File: src/rtl/acs_trellis_unit_if.sv
// rtl/acs_trellis_unit_if.sv - branch-metric input and ACS result bundle for the trellis unit
interface acs_trellis_unit_if #(
  parameter int K    = 4,
  parameter int BM_W = 2,
  parameter int PM_W = 8
);
  localparam int M  = K - 1;
  localparam int NS = 1 << M;

  logic                 start_i;
  logic                 in_valid_i;
  logic [4*BM_W-1:0]    bm_i;
  logic                 out_valid_o;
  logic [NS-1:0]        dec_o;
  logic [M-1:0]         best_state_o;
  logic [PM_W-1:0]      best_metric_o;
  logic                 norm_o;
  logic [NS*PM_W-1:0]   pm_o;
  logic [NS-1:0]        pm_valid_o;

  modport master (
    output start_i, in_valid_i, bm_i,
    input  out_valid_o, dec_o, best_state_o, best_metric_o, norm_o, pm_o, pm_valid_o
  );

  modport slave (
    input  start_i, in_valid_i, bm_i,
    output out_valid_o, dec_o, best_state_o, best_metric_o, norm_o, pm_o, pm_valid_o
  );
endinterface

File: src/rtl/acs_trellis_unit.sv
// rtl/acs_trellis_unit.sv - add-compare-select array with normalisation and best-state search
module acs_trellis_unit #(
  parameter int             K    = 4,
  parameter logic [K-1:0]   G0   = 4'b1111,
  parameter logic [K-1:0]   G1   = 4'b1101,
  parameter int             BM_W = 2,
  parameter int             PM_W = 8
) (
  input  logic               clk,
  input  logic               rst_n,
  acs_trellis_unit_if.slave  bus
);
  localparam int M  = K - 1;
  localparam int NS = 1 << M;
  localparam logic [NS-1:0]   START_VALID = NS'(1);
  localparam logic [PM_W-1:0] PM_HALF     = {1'b1, {(PM_W-1){1'b0}}};

  logic [NS*PM_W-1:0] pm_q, pm_d;
  logic [NS-1:0]      pm_valid_q, pm_valid_d;
  logic [NS-1:0]      dec_q, dec_d;
  logic [M-1:0]       best_state_q, best_state_d;
  logic [PM_W-1:0]    best_metric_q, best_metric_d;
  logic               out_valid_q, out_valid_d;
  logic               norm_q, norm_d;

  logic [NS*PM_W-1:0] acs_pm, post_pm;
  logic [NS-1:0]      acs_valid, acs_dec;
  logic               norm_hit;
  logic [M-1:0]       best_state_c;
  logic [PM_W-1:0]    best_metric_c;

  // Expected coded symbol {c0,c1} for encoder register contents r.
  function automatic logic [1:0] sym_of(input logic [K-1:0] r);
    return {^(r & G0), ^(r & G1)};
  endfunction

  // Path metric plus branch metric, clamped at the all-ones metric.
  function automatic logic [PM_W-1:0] sat_add(input logic [PM_W-1:0] a, input logic [BM_W-1:0] b);
    logic [PM_W:0] sum;
    sum = {1'b0, a} + (PM_W+1)'(b);
    return sum[PM_W] ? {PM_W{1'b1}} : sum[PM_W-1:0];
  endfunction

  // ACS for every next state; a frame start replaces the stored metrics with the initial set.
  always_comb begin
    logic [NS*PM_W-1:0] prev_pm;
    logic [NS-1:0]      prev_valid;
    logic [M-1:0]       ns_v, s0, s1;
    logic [1:0]         sym0, sym1;
    logic [PM_W-1:0]    cost0, cost1;
    logic               v0, v1, pick1;
    prev_pm    = bus.start_i ? '0 : pm_q;
    prev_valid = bus.start_i ? START_VALID : pm_valid_q;
    acs_pm     = '0;
    acs_valid  = '0;
    acs_dec    = '0;
    ns_v = '0; s0 = '0; s1 = '0; sym0 = '0; sym1 = '0;
    cost0 = '0; cost1 = '0; v0 = 1'b0; v1 = 1'b0; pick1 = 1'b0;
    for (int ns = 0; ns < NS; ns++) begin
      ns_v  = M'(ns);
      s0    = {ns_v[M-2:0], 1'b0};
      s1    = {ns_v[M-2:0], 1'b1};
      sym0  = sym_of({ns_v[M-1], s0});
      sym1  = sym_of({ns_v[M-1], s1});
      cost0 = sat_add(prev_pm[int'(s0)*PM_W +: PM_W], bus.bm_i[int'(sym0)*BM_W +: BM_W]);
      cost1 = sat_add(prev_pm[int'(s1)*PM_W +: PM_W], bus.bm_i[int'(sym1)*BM_W +: BM_W]);
      v0    = prev_valid[s0];
      v1    = prev_valid[s1];
      // Ties keep path 0; a lone valid predecessor always wins.
      pick1 = v1 && (!v0 || (cost0 > cost1));
      acs_dec[ns]   = pick1;
      acs_valid[ns] = v0 | v1;
      acs_pm[ns*PM_W +: PM_W] = (v0 | v1) ? (pick1 ? cost1 : cost0) : '0;
    end
  end

  // Modulo normalisation when every live metric sits in the upper half, then best-state search.
  always_comb begin
    logic found;
    norm_hit = |acs_valid;
    for (int ns = 0; ns < NS; ns++) begin
      if (acs_valid[ns] && !acs_pm[ns*PM_W + PM_W - 1]) norm_hit = 1'b0;
    end
    post_pm = acs_pm;
    for (int ns = 0; ns < NS; ns++) begin
      if (norm_hit && acs_valid[ns]) post_pm[ns*PM_W +: PM_W] = acs_pm[ns*PM_W +: PM_W] - PM_HALF;
    end
    found         = 1'b0;
    best_state_c  = '0;
    best_metric_c = '0;
    for (int ns = 0; ns < NS; ns++) begin
      if (acs_valid[ns] && (!found || (post_pm[ns*PM_W +: PM_W] < best_metric_c))) begin
        found         = 1'b1;
        best_state_c  = M'(ns);
        best_metric_c = post_pm[ns*PM_W +: PM_W];
      end
    end
  end

  // Commit a new trellis step only on a valid symbol; otherwise hold and drop the pulses.
  always_comb begin
    pm_d          = pm_q;
    pm_valid_d    = pm_valid_q;
    dec_d         = dec_q;
    best_state_d  = best_state_q;
    best_metric_d = best_metric_q;
    out_valid_d   = 1'b0;
    norm_d        = 1'b0;
    if (bus.in_valid_i) begin
      pm_d          = post_pm;
      pm_valid_d    = acs_valid;
      dec_d         = acs_dec;
      best_state_d  = best_state_c;
      best_metric_d = best_metric_c;
      out_valid_d   = 1'b1;
      norm_d        = norm_hit;
    end
  end

  // State registers; reset leaves the trellis in the frame-start condition.
  always_ff @(posedge clk or negedge rst_n) begin
    if (!rst_n) begin
      pm_q          <= '0;
      pm_valid_q    <= START_VALID;
      dec_q         <= '0;
      best_state_q  <= '0;
      best_metric_q <= '0;
      out_valid_q   <= 1'b0;
      norm_q        <= 1'b0;
    end else begin
      pm_q          <= pm_d;
      pm_valid_q    <= pm_valid_d;
      dec_q         <= dec_d;
      best_state_q  <= best_state_d;
      best_metric_q <= best_metric_d;
      out_valid_q   <= out_valid_d;
      norm_q        <= norm_d;
    end
  end

  assign bus.pm_o          = pm_q;
  assign bus.pm_valid_o    = pm_valid_q;
  assign bus.dec_o         = dec_q;
  assign bus.best_state_o  = best_state_q;
  assign bus.best_metric_o = best_metric_q;
  assign bus.out_valid_o   = out_valid_q;
  assign bus.norm_o        = norm_q;
endmodule

File: src/flat_wrapper.sv
// flat-port wrapper written by rule: the top's interface ports become plain ports
module acs_trellis_unit_flat 
#(
  parameter int             K    = 4,
  parameter logic [K-1:0]   G0   = 4'b1111,
  parameter logic [K-1:0]   G1   = 4'b1101,
  parameter int             BM_W = 2,
  parameter int             PM_W = 8
)
  (clk, rst_n, bus_start_i, bus_in_valid_i, bus_bm_i, bus_out_valid_o, bus_dec_o, bus_best_state_o, bus_best_metric_o, bus_norm_o, bus_pm_o, bus_pm_valid_o);
  acs_trellis_unit_if #(.K(K), .BM_W(BM_W), .PM_W(PM_W)) bus_i ();
  input  logic clk;
  input  logic rst_n;
  input wire logic [$bits(bus_i.start_i)-1:0] bus_start_i;
  input wire logic [$bits(bus_i.in_valid_i)-1:0] bus_in_valid_i;
  input wire logic [$bits(bus_i.bm_i)-1:0] bus_bm_i;
  output wire logic [$bits(bus_i.out_valid_o)-1:0] bus_out_valid_o;
  output wire logic [$bits(bus_i.dec_o)-1:0] bus_dec_o;
  output wire logic [$bits(bus_i.best_state_o)-1:0] bus_best_state_o;
  output wire logic [$bits(bus_i.best_metric_o)-1:0] bus_best_metric_o;
  output wire logic [$bits(bus_i.norm_o)-1:0] bus_norm_o;
  output wire logic [$bits(bus_i.pm_o)-1:0] bus_pm_o;
  output wire logic [$bits(bus_i.pm_valid_o)-1:0] bus_pm_valid_o;
  assign bus_i.start_i = bus_start_i;
  assign bus_i.in_valid_i = bus_in_valid_i;
  assign bus_i.bm_i = bus_bm_i;
  assign bus_out_valid_o = bus_i.out_valid_o;
  assign bus_dec_o = bus_i.dec_o;
  assign bus_best_state_o = bus_i.best_state_o;
  assign bus_best_metric_o = bus_i.best_metric_o;
  assign bus_norm_o = bus_i.norm_o;
  assign bus_pm_o = bus_i.pm_o;
  assign bus_pm_valid_o = bus_i.pm_valid_o;
  acs_trellis_unit #(.K(K), .G0(G0), .G1(G1), .BM_W(BM_W), .PM_W(PM_W)) u_core (.clk(clk), .rst_n(rst_n), .bus(bus_i));
endmodule
File: config.mk
export PLATFORM = sky130hd
export DESIGN_NAME = acs_trellis_unit_flat
export DESIGN_NICKNAME = d
export VERILOG_FILES = /design/src/rtl/acs_trellis_unit_if.sv /design/src/rtl/acs_trellis_unit.sv /design/src/flat_wrapper.sv
export SDC_FILE = /design/constraint.sdc
export NUM_CORES = 1
export LEC_CHECK = 0
export ABC_CLOCK_PERIOD_IN_PS = 19800
export BUFFER_PORTS_ARGS = -buffer_cell sky130_fd_sc_hd__buf_2
export CELL_PAD_IN_SITES_DETAIL_PLACEMENT = 0
export CELL_PAD_IN_SITES_GLOBAL_PLACEMENT = 1
export CORE_ASPECT_RATIO = 1.75
export CORE_MARGIN = 2
export CORE_UTILIZATION = 47
export CTS_CLUSTER_DIAMETER = 200
export DETAILED_ROUTE_END_ITERATION = 6
export GPL_TIMING_DRIVEN = 0
export MAX_ROUTING_LAYER = met4
export PLACE_DENSITY_LB_ADDON = 0.1
export REMOVE_ABC_BUFFERS = 1
export SYNTH_ARGS = -nofsm -noshare
export SYNTH_HDL_FRONTEND = slang
export SYNTH_SLANG_ARGS = --single-unit
export TNS_END_PERCENT = 10
File: constraint.sdc
create_clock -name clk -period 19.8 [get_ports clk]
set_input_delay 0.99 -clock clk [delete_from_list [all_inputs] [get_ports clk]]
set_output_delay 0.99 -clock clk [all_outputs]
set_load 0.005 [all_outputs]
; Yosys cells after proc, flatten, opt, wreduce, memory -nomap -nowiden
; Index checks and enable logic that the tools add are counted.
[totals]
reg_bits = 93
inputBits = 12
output_inout_bits = 93
word_cells = 186
[op_classes]
add_sub_neg = 24
magnitude_cmp = 15
mux = 74
bitwise_logic = 4
n_reduce_logical = 62
[ops]
columns = cell, count
row1 = 2-to-1 mux 8 bit, 49
row2 = adder 8 x 2 -> 9 bit, 16
row3 = > comparator 8 bit, 8
row4 = 2-to-1 mux 64 bit, 1
row5 = subtractor 8 bit (second input constant), 8
row6 = less-than comparator 8 bit, 7
row7 = logical AND 1 bit, 27
row8 = zero test 1 bit, 19
row9 = 2-to-1 mux 1 bit, 18
row10 = logical OR 1 bit, 15
row11 = 2-to-1 mux 3 bit, 4
row12 = 2-to-1 mux 2 bit, 2
row13 = OR 1 bit, 4
row14 = OR reduction 4 bit, 1

; Depth between registers and ports, before layout
[depth]
word_depth = 49
mapped_depth = 93

; Worst setup path before layout
; Ideal clock, no wire load.
[synth_timing]
path_type = input to register
startpoint = in bus_start_i
endpoint = reg u_core.best_state_q[2] (netlist: u_core.bus.best_state_o[2])
setup_ps = 126
arrival_time_ps = 17449
required_time_ps = 19674
path_slack_ps = 2225
cell_stages = 85
path_cell_list = buf_6 > buf_6 > buf_2 > buf_2 > clkbuf_1 > clkbuf_1 > clkbuf_1 > clkbuf_1 > clkbuf_1 > nor2b_1 > ha_1 > fa_1 > inv_1 > nor3_2 > and3_1 > clkbuf_1 > nor3_1 > ha_1 > (+49 left out) > a2111oi_1 > or2_1 > ha_1 > nand4_1 > and3_1 > o21ai_1 > nand2_1 > o31ai_1 > ha_1 > a21o_1 > a21oi_1 > o21ai_0 > nor2_1 > and3_1 > o31a_1 > a21bo_1 > buf_2 > o32a_1
[synth_via]
elab_cells_between_ends = 173
[synth_lines]
columns = item, line
row1 = start: declaration, flat_wrapper.sv:14  ; input wire logic [$bits(bus_i.start_i)-1:0] bus_start_i;
row2 = 2-to-1 mux 64 bit, acs_trellis_unit.sv:52  ; prev_pm = bus.start_i ? '0 : pm_q;
row3 = adder 8 x 2 -> 9 bit, acs_trellis_unit.sv:40  ; sum = {1'b0, a} + (PM_W+1)'(b);
row4 = 2-to-1 mux 8 bit, acs_trellis_unit.sv:41  ; return sum[PM_W] ? {PM_W{1'b1}} : sum[PM_W-1:0];
row5 = > comparator 8 bit, acs_trellis_unit.sv:70  ; pick1 = v1 && (!v0 || (cost0 > cost1));
row6 = logical OR 1 bit, acs_trellis_unit.sv:70
row7 = logical AND 1 bit, acs_trellis_unit.sv:70
row8 = 2-to-1 mux 8 bit (2 in series), acs_trellis_unit.sv:73  ; acs_pm[ns*PM_W +: PM_W] = (v0 | v1) ? (pick1 ? cost1 : cost0) : '0;
row9 = zero test 1 bit, acs_trellis_unit.sv:82  ; if (acs_valid[ns] && !acs_pm[ns*PM_W + PM_W - 1]) norm_hit = 1'b0;
row10 = (+11 left out), -
row11 = net u_core.post_pm[15], acs_trellis_unit.sv:26  ; logic [NS*PM_W-1:0] acs_pm, post_pm;
row12 = (+20 left out), -
row13 = less-than comparator 8 bit / zero test 1 bit (equally long branches), acs_trellis_unit.sv:92  ; if (acs_valid[ns] && (!found || (post_pm[ns*PM_W +: PM_W] < best_metric_c))) begin
row14 = logical OR 1 bit, acs_trellis_unit.sv:92
row15 = logical AND 1 bit, acs_trellis_unit.sv:92
row16 = 2-to-1 mux 8 bit / 2-to-1 mux 1 bit (equally long branches), acs_trellis_unit.sv:92
row17 = less-than comparator 8 bit / zero test 1 bit (equally long branches), acs_trellis_unit.sv:92
row18 = logical OR 1 bit, acs_trellis_unit.sv:92
row19 = logical AND 1 bit, acs_trellis_unit.sv:92
row20 = 2-to-1 mux 3 bit *, acs_trellis_unit.sv:92
row21 = end signal: assignment, acs_trellis_unit.sv:134  ; best_state_q <= best_state_d;
row22 = end: declaration, acs_trellis_unit.sv:21  ; logic [M-1:0] best_state_q, best_state_d;
; Mark *: on every way through the listed nets, which the timed path passes. The rest lies on a longest branch.
; A chain may end at the register's enable or synchronous reset.

; Worst setup path in the final report
[layout_timing]
startpoint = in bus_start_i
endpoint = reg u_core.best_metric_q[0] (netlist: u_core.bus.best_metric_o[0])
[layout_via]
elab_chain_cells = 49
elab_cells_between_ends = 170
[layout_lines]
columns = item, line
row1 = 2-to-1 mux 64 bit, acs_trellis_unit.sv:52
row2 = adder 8 x 2 -> 9 bit, acs_trellis_unit.sv:40
row3 = 2-to-1 mux 8 bit, acs_trellis_unit.sv:41
row4 = > comparator 8 bit, acs_trellis_unit.sv:70
row5 = logical OR 1 bit, acs_trellis_unit.sv:70
row6 = logical AND 1 bit, acs_trellis_unit.sv:70
row7 = 2-to-1 mux 8 bit (2 in series), acs_trellis_unit.sv:73
row8 = zero test 1 bit, acs_trellis_unit.sv:82
row9 = (+32 left out), -
row10 = less-than comparator 8 bit / zero test 1 bit (equally long branches), acs_trellis_unit.sv:92
row11 = logical OR 1 bit, acs_trellis_unit.sv:92
row12 = logical AND 1 bit, acs_trellis_unit.sv:92
row13 = 2-to-1 mux 8 bit / 2-to-1 mux 1 bit (equally long branches), acs_trellis_unit.sv:92
row14 = less-than comparator 8 bit / zero test 1 bit (equally long branches), acs_trellis_unit.sv:92
row15 = logical OR 1 bit, acs_trellis_unit.sv:92
row16 = logical AND 1 bit, acs_trellis_unit.sv:92
row17 = 2-to-1 mux 8 bit *, acs_trellis_unit.sv:92
row18 = end signal: assignment, acs_trellis_unit.sv:135  ; best_metric_q <= best_metric_d;
row19 = end: declaration, acs_trellis_unit.sv:22  ; logic [PM_W-1:0] best_metric_q, best_metric_d;
; Every way passes the cells marked *; elsewhere a longest branch is shown, timed or not.

==> out/results.ini <==
[routing]
drc_errors = 0
viasPerCell = 6.26
drt_iter0_drc = 710
post_drt_wl_per_cell_um = 23.4
vias = 11800
drt_pass1_iterations = 6
wl_um = 44100
drtAntennaViolNets = 0

[worst_setup_path]
crit_path_end_kind = register
critPathRequiredTime_ns = 20.05
cpMaxStageDelayCell = fa_1
cp_data_arrival_time_ns = 18.93
worstSetupStartpointType = input pin
rr_worst_depth = 71
slowest_delay_ns = 0.56
crit_type = in -> reg
critical_path.max_fanout = 44
crit_path_frequent_cell = ha_1

[place]
place_congestion = 0.943
dp.final_hpwl_um = 35600
port_buffers = 104

[logic_synthesis]
syn-mean-instance-area_um2 = 7.99
synth_area_leaders = dfrtp_1, ha_1, mux2_2, nor2_1, a21oi_1
yosysMostFrequentCell = ha_1
synth_area_um2 = 12100
synth_edf_count = 0
synth_seq_cells = 89
synth_top_cell_area_share = 0.182
async_flop_share = 1.00
synthTopCellsByCount = ha_1, nor2_1, nand2_1
dominantRegCellSynth = dfrtp_1
synth.yosys.seq_area_share = 0.185
yosysWarnings = 0
synth_cells = 1510
synth_cell_types = 109
synth_top_area_cell = dfrtp_1

[power]
power_mw = 1.61
intPower_mw = 0.745
seq_power_share = 0.154
leakagePower_nw = 6.07
vdd_drop_max_mv = 0.0990
power_frac_clock = 0.113
p_comb_frac = 0.733
switchingPower_mw = 0.867
netSwitchingFraction = 0.538
p_per_area_nw_per_um2 = 121

[grt]
grt_pass1_vias = 11600
antenna_found_initial = 0
grt_overflow = 0
grt_pass1_wl_um = 67400
grt_use_total = 0.334
grt_max_degree = 56

[clock_network]
clk_latency_ns = 0.39
cts-root-buf = clkbuf_16
htree_levels = 3
clk_path_buf_depth = 2
numCtsBuffers = 9
cts_tree = done
cts.sinks = 89
path_clk_slew_ns = 0.08

[run]
drv_cap = 0

[floorplanning]
die_area_um2 = 27000
die_width_um = 125
core.rowCount = 77
start_util = 0.478
core_area_um2 = 25200
pin_count = 105
die_h_um = 216

[timing]
relSlewSlack = 0.322
timing.setup.tns_ns = 0
hold_slack_ns = 0.499
rsz0062_at_grt = no
setup_viol = 0
fin_skew_ns = 0.00669
slew_violations = 0
tightest_slew_ns = 1.00
hold_violations = 0
post-route-min-period_ns = 18.68
finalCritPeriodShare = 0.944
fmax_mhz = 53.5

[cells_and_area]
drive_gt1_frac = 0.180
syn2layout_area_growth_pct = 10.4
antenna_cells = 0
fin_nets = 1733

[hold_path]
whs_path_depth = 2
hold_path_class = reg -> reg

[run_status]
outcome = finished, final reports clean

-- logic make-up after synthesis --
logic type,share of synthesized area
and+or+nand+nor,0.238
AOI/OAI and AO/OA,0.222
buffers and inverters,0.0564
adders and majority gates,0.174
muxes,0.0923
DFF,0.185
xor gates and xnor gates,0.0334
-- placed cells by master (no fill, tap or decap), types with 13 or more instances in the layout --
| master | synthesis | final |
|---|---|---|
| buf_2 | 21 | 101 |
| a31oi_1 | 16 | 16 |
| and2_1 | 15 | 15 |
| a211oi_1 | 17 | 16 |
| nand2_1 | 115 | 114 |
| a21o_1 | 18 | 18 |
| ha_1 | 145 | 145 |
| o211ai_1 | 13 | 13 |
| o21a_1 | 21 | 21 |
| o21ai_0 | 65 | 63 |
| a21oi_1 | 99 | 98 |
| nor2_1 | 144 | 142 |
| xor2_1 | 15 | 15 |
| nand2b_1 | 38 | 38 |
| or2_2 | 14 | 14 |
| inv_1 | 87 | 86 |
| xnor2_1 | 31 | 31 |
| nor2b_1 | 33 | 31 |
| and3_1 | 15 | 15 |
| mux2i_1 | 42 | 37 |
| dfrtp_1 | 88 | 88 |
| mux2_2 | 57 | 57 |
| nand4_1 | 22 | 22 |
| nand3_1 | 64 | 64 |
| nor3_1 | 42 | 41 |
-- power by group through the flow --
| stage | combinational (mW) | sequential, mW | clock, mW |
|---|---|---|---|
| after floorplan | 0.805 | 0.244 | 0 |
| after global placement | 1.11 | 0.251 | 0 |
| after detailed placement | 1.12 | 0.252 | 0 |
| after CTS | 1.14 | 0.249 | 0.187 |
| after global routing | 1.30 | 0.253 | 0.192 |
| final | 1.18 | 0.249 | 0.182 |
-- cell type report --
cell class	count	area (µm²)
inverter	88	333
sequential	89	2230
multi-input combinational	1257	9340
fill	2531	11900
clock inverter	7	66.3
tap	316	395
timing repair buffer	119	733
clock buffer	9	225
-- state kept, by name, summed over array words and instances (netlist names) --
| register | flops |
|---|---|
| u_core.bus.best_metric_o | 8 |
| u_core.bus.best_state_o | 3 |
| u_core.bus.dec_o | 8 |
| u_core.bus.norm_o | 1 |
| u_core.bus.out_valid_o | 1 |
| u_core.bus.pm_o | 64 |
| u_core.bus.pm_valid_o | 4 |
-- routing by layer --
| metal | vias up | part of all wire | global-route usage |
|---|---|---|---|
| met3 | 150 | 0.031 | 0.0345 |
| met4 | 0 | 0.084 | 0.224 |
| met1 | 5680 | 0.36 | 0.334 |
| met5 | - | 0 | - |
| li1 | 5617 | - | - |
| met2 | 359 | 0.52 | 0.608 |
-- path summary, 6_finish.rpt --
path | from | to | slack [ns]
max | bus_start_i | u_core.bus.best_metric_o[0]$_DFFE_PN0P_ | 1.12
max in group asynchronous | rst_n | u_core.bus.pm_o[59]$_DFFE_PN0P_ | 18.52
max reg2reg | u_core.bus.pm_o[9]$_DFFE_PN0P_ | u_core.bus.best_metric_o[0]$_DFFE_PN0P_ | 1.83
min reg2reg | u_core.bus.best_metric_o[3]$_DFFE_PN0P_ | u_core.bus.best_metric_o[3]$_DFFE_PN0P_ | 0.50
min in group asynchronous | rst_n | u_core.bus.dec_o[6]$_DFFE_PN0P_ | 0.57
min | u_core.bus.best_metric_o[3]$_DFFE_PN0P_ | u_core.bus.best_metric_o[3]$_DFFE_PN0P_ | 0.50
-- stage by stage --
step / util / area, µm² / worst slack (ns) / std cells
2_1_floorplan: - / 11700 / 2.82 / 1434
3_3_place_gp: 0.501 / 12600 / -4.00 / 1854
3_5_place_dp: 0.507 / 12800 / -2.00 / 1860
4_1_cts: 0.522 / 13200 / 0.0730 / 1879
5_1_grt: 0.528 / 13300 / 0.0253 / 1885
6_report: 0.528 / 13300 / 1.12 / 1885
-- critical path, delay by kind of cell --
family                   cells  cell delay (ns)
AND/OR/NAND/NOR             26             5.21
buffers and inverters        8             1.45
multiplexers                 2             0.82
XOR/XNOR                     1             0.13
AO/OA/AOI/OAI               31             7.27
adder cells (fa/ha/maj)      9             2.95
-- repair_timing --
| action | in CTS | in global routing |
|---|---|---|
| gates resized for setup | 10 | 25 |
| pin swaps | 1 | 5 |
| buffers inserted | 3 | 6 |
| setup endpoints to repair | 11 | 11 |
| hold buffers | 0 | 0 |
No activity file was read; power rests on OpenSTA's default activity.
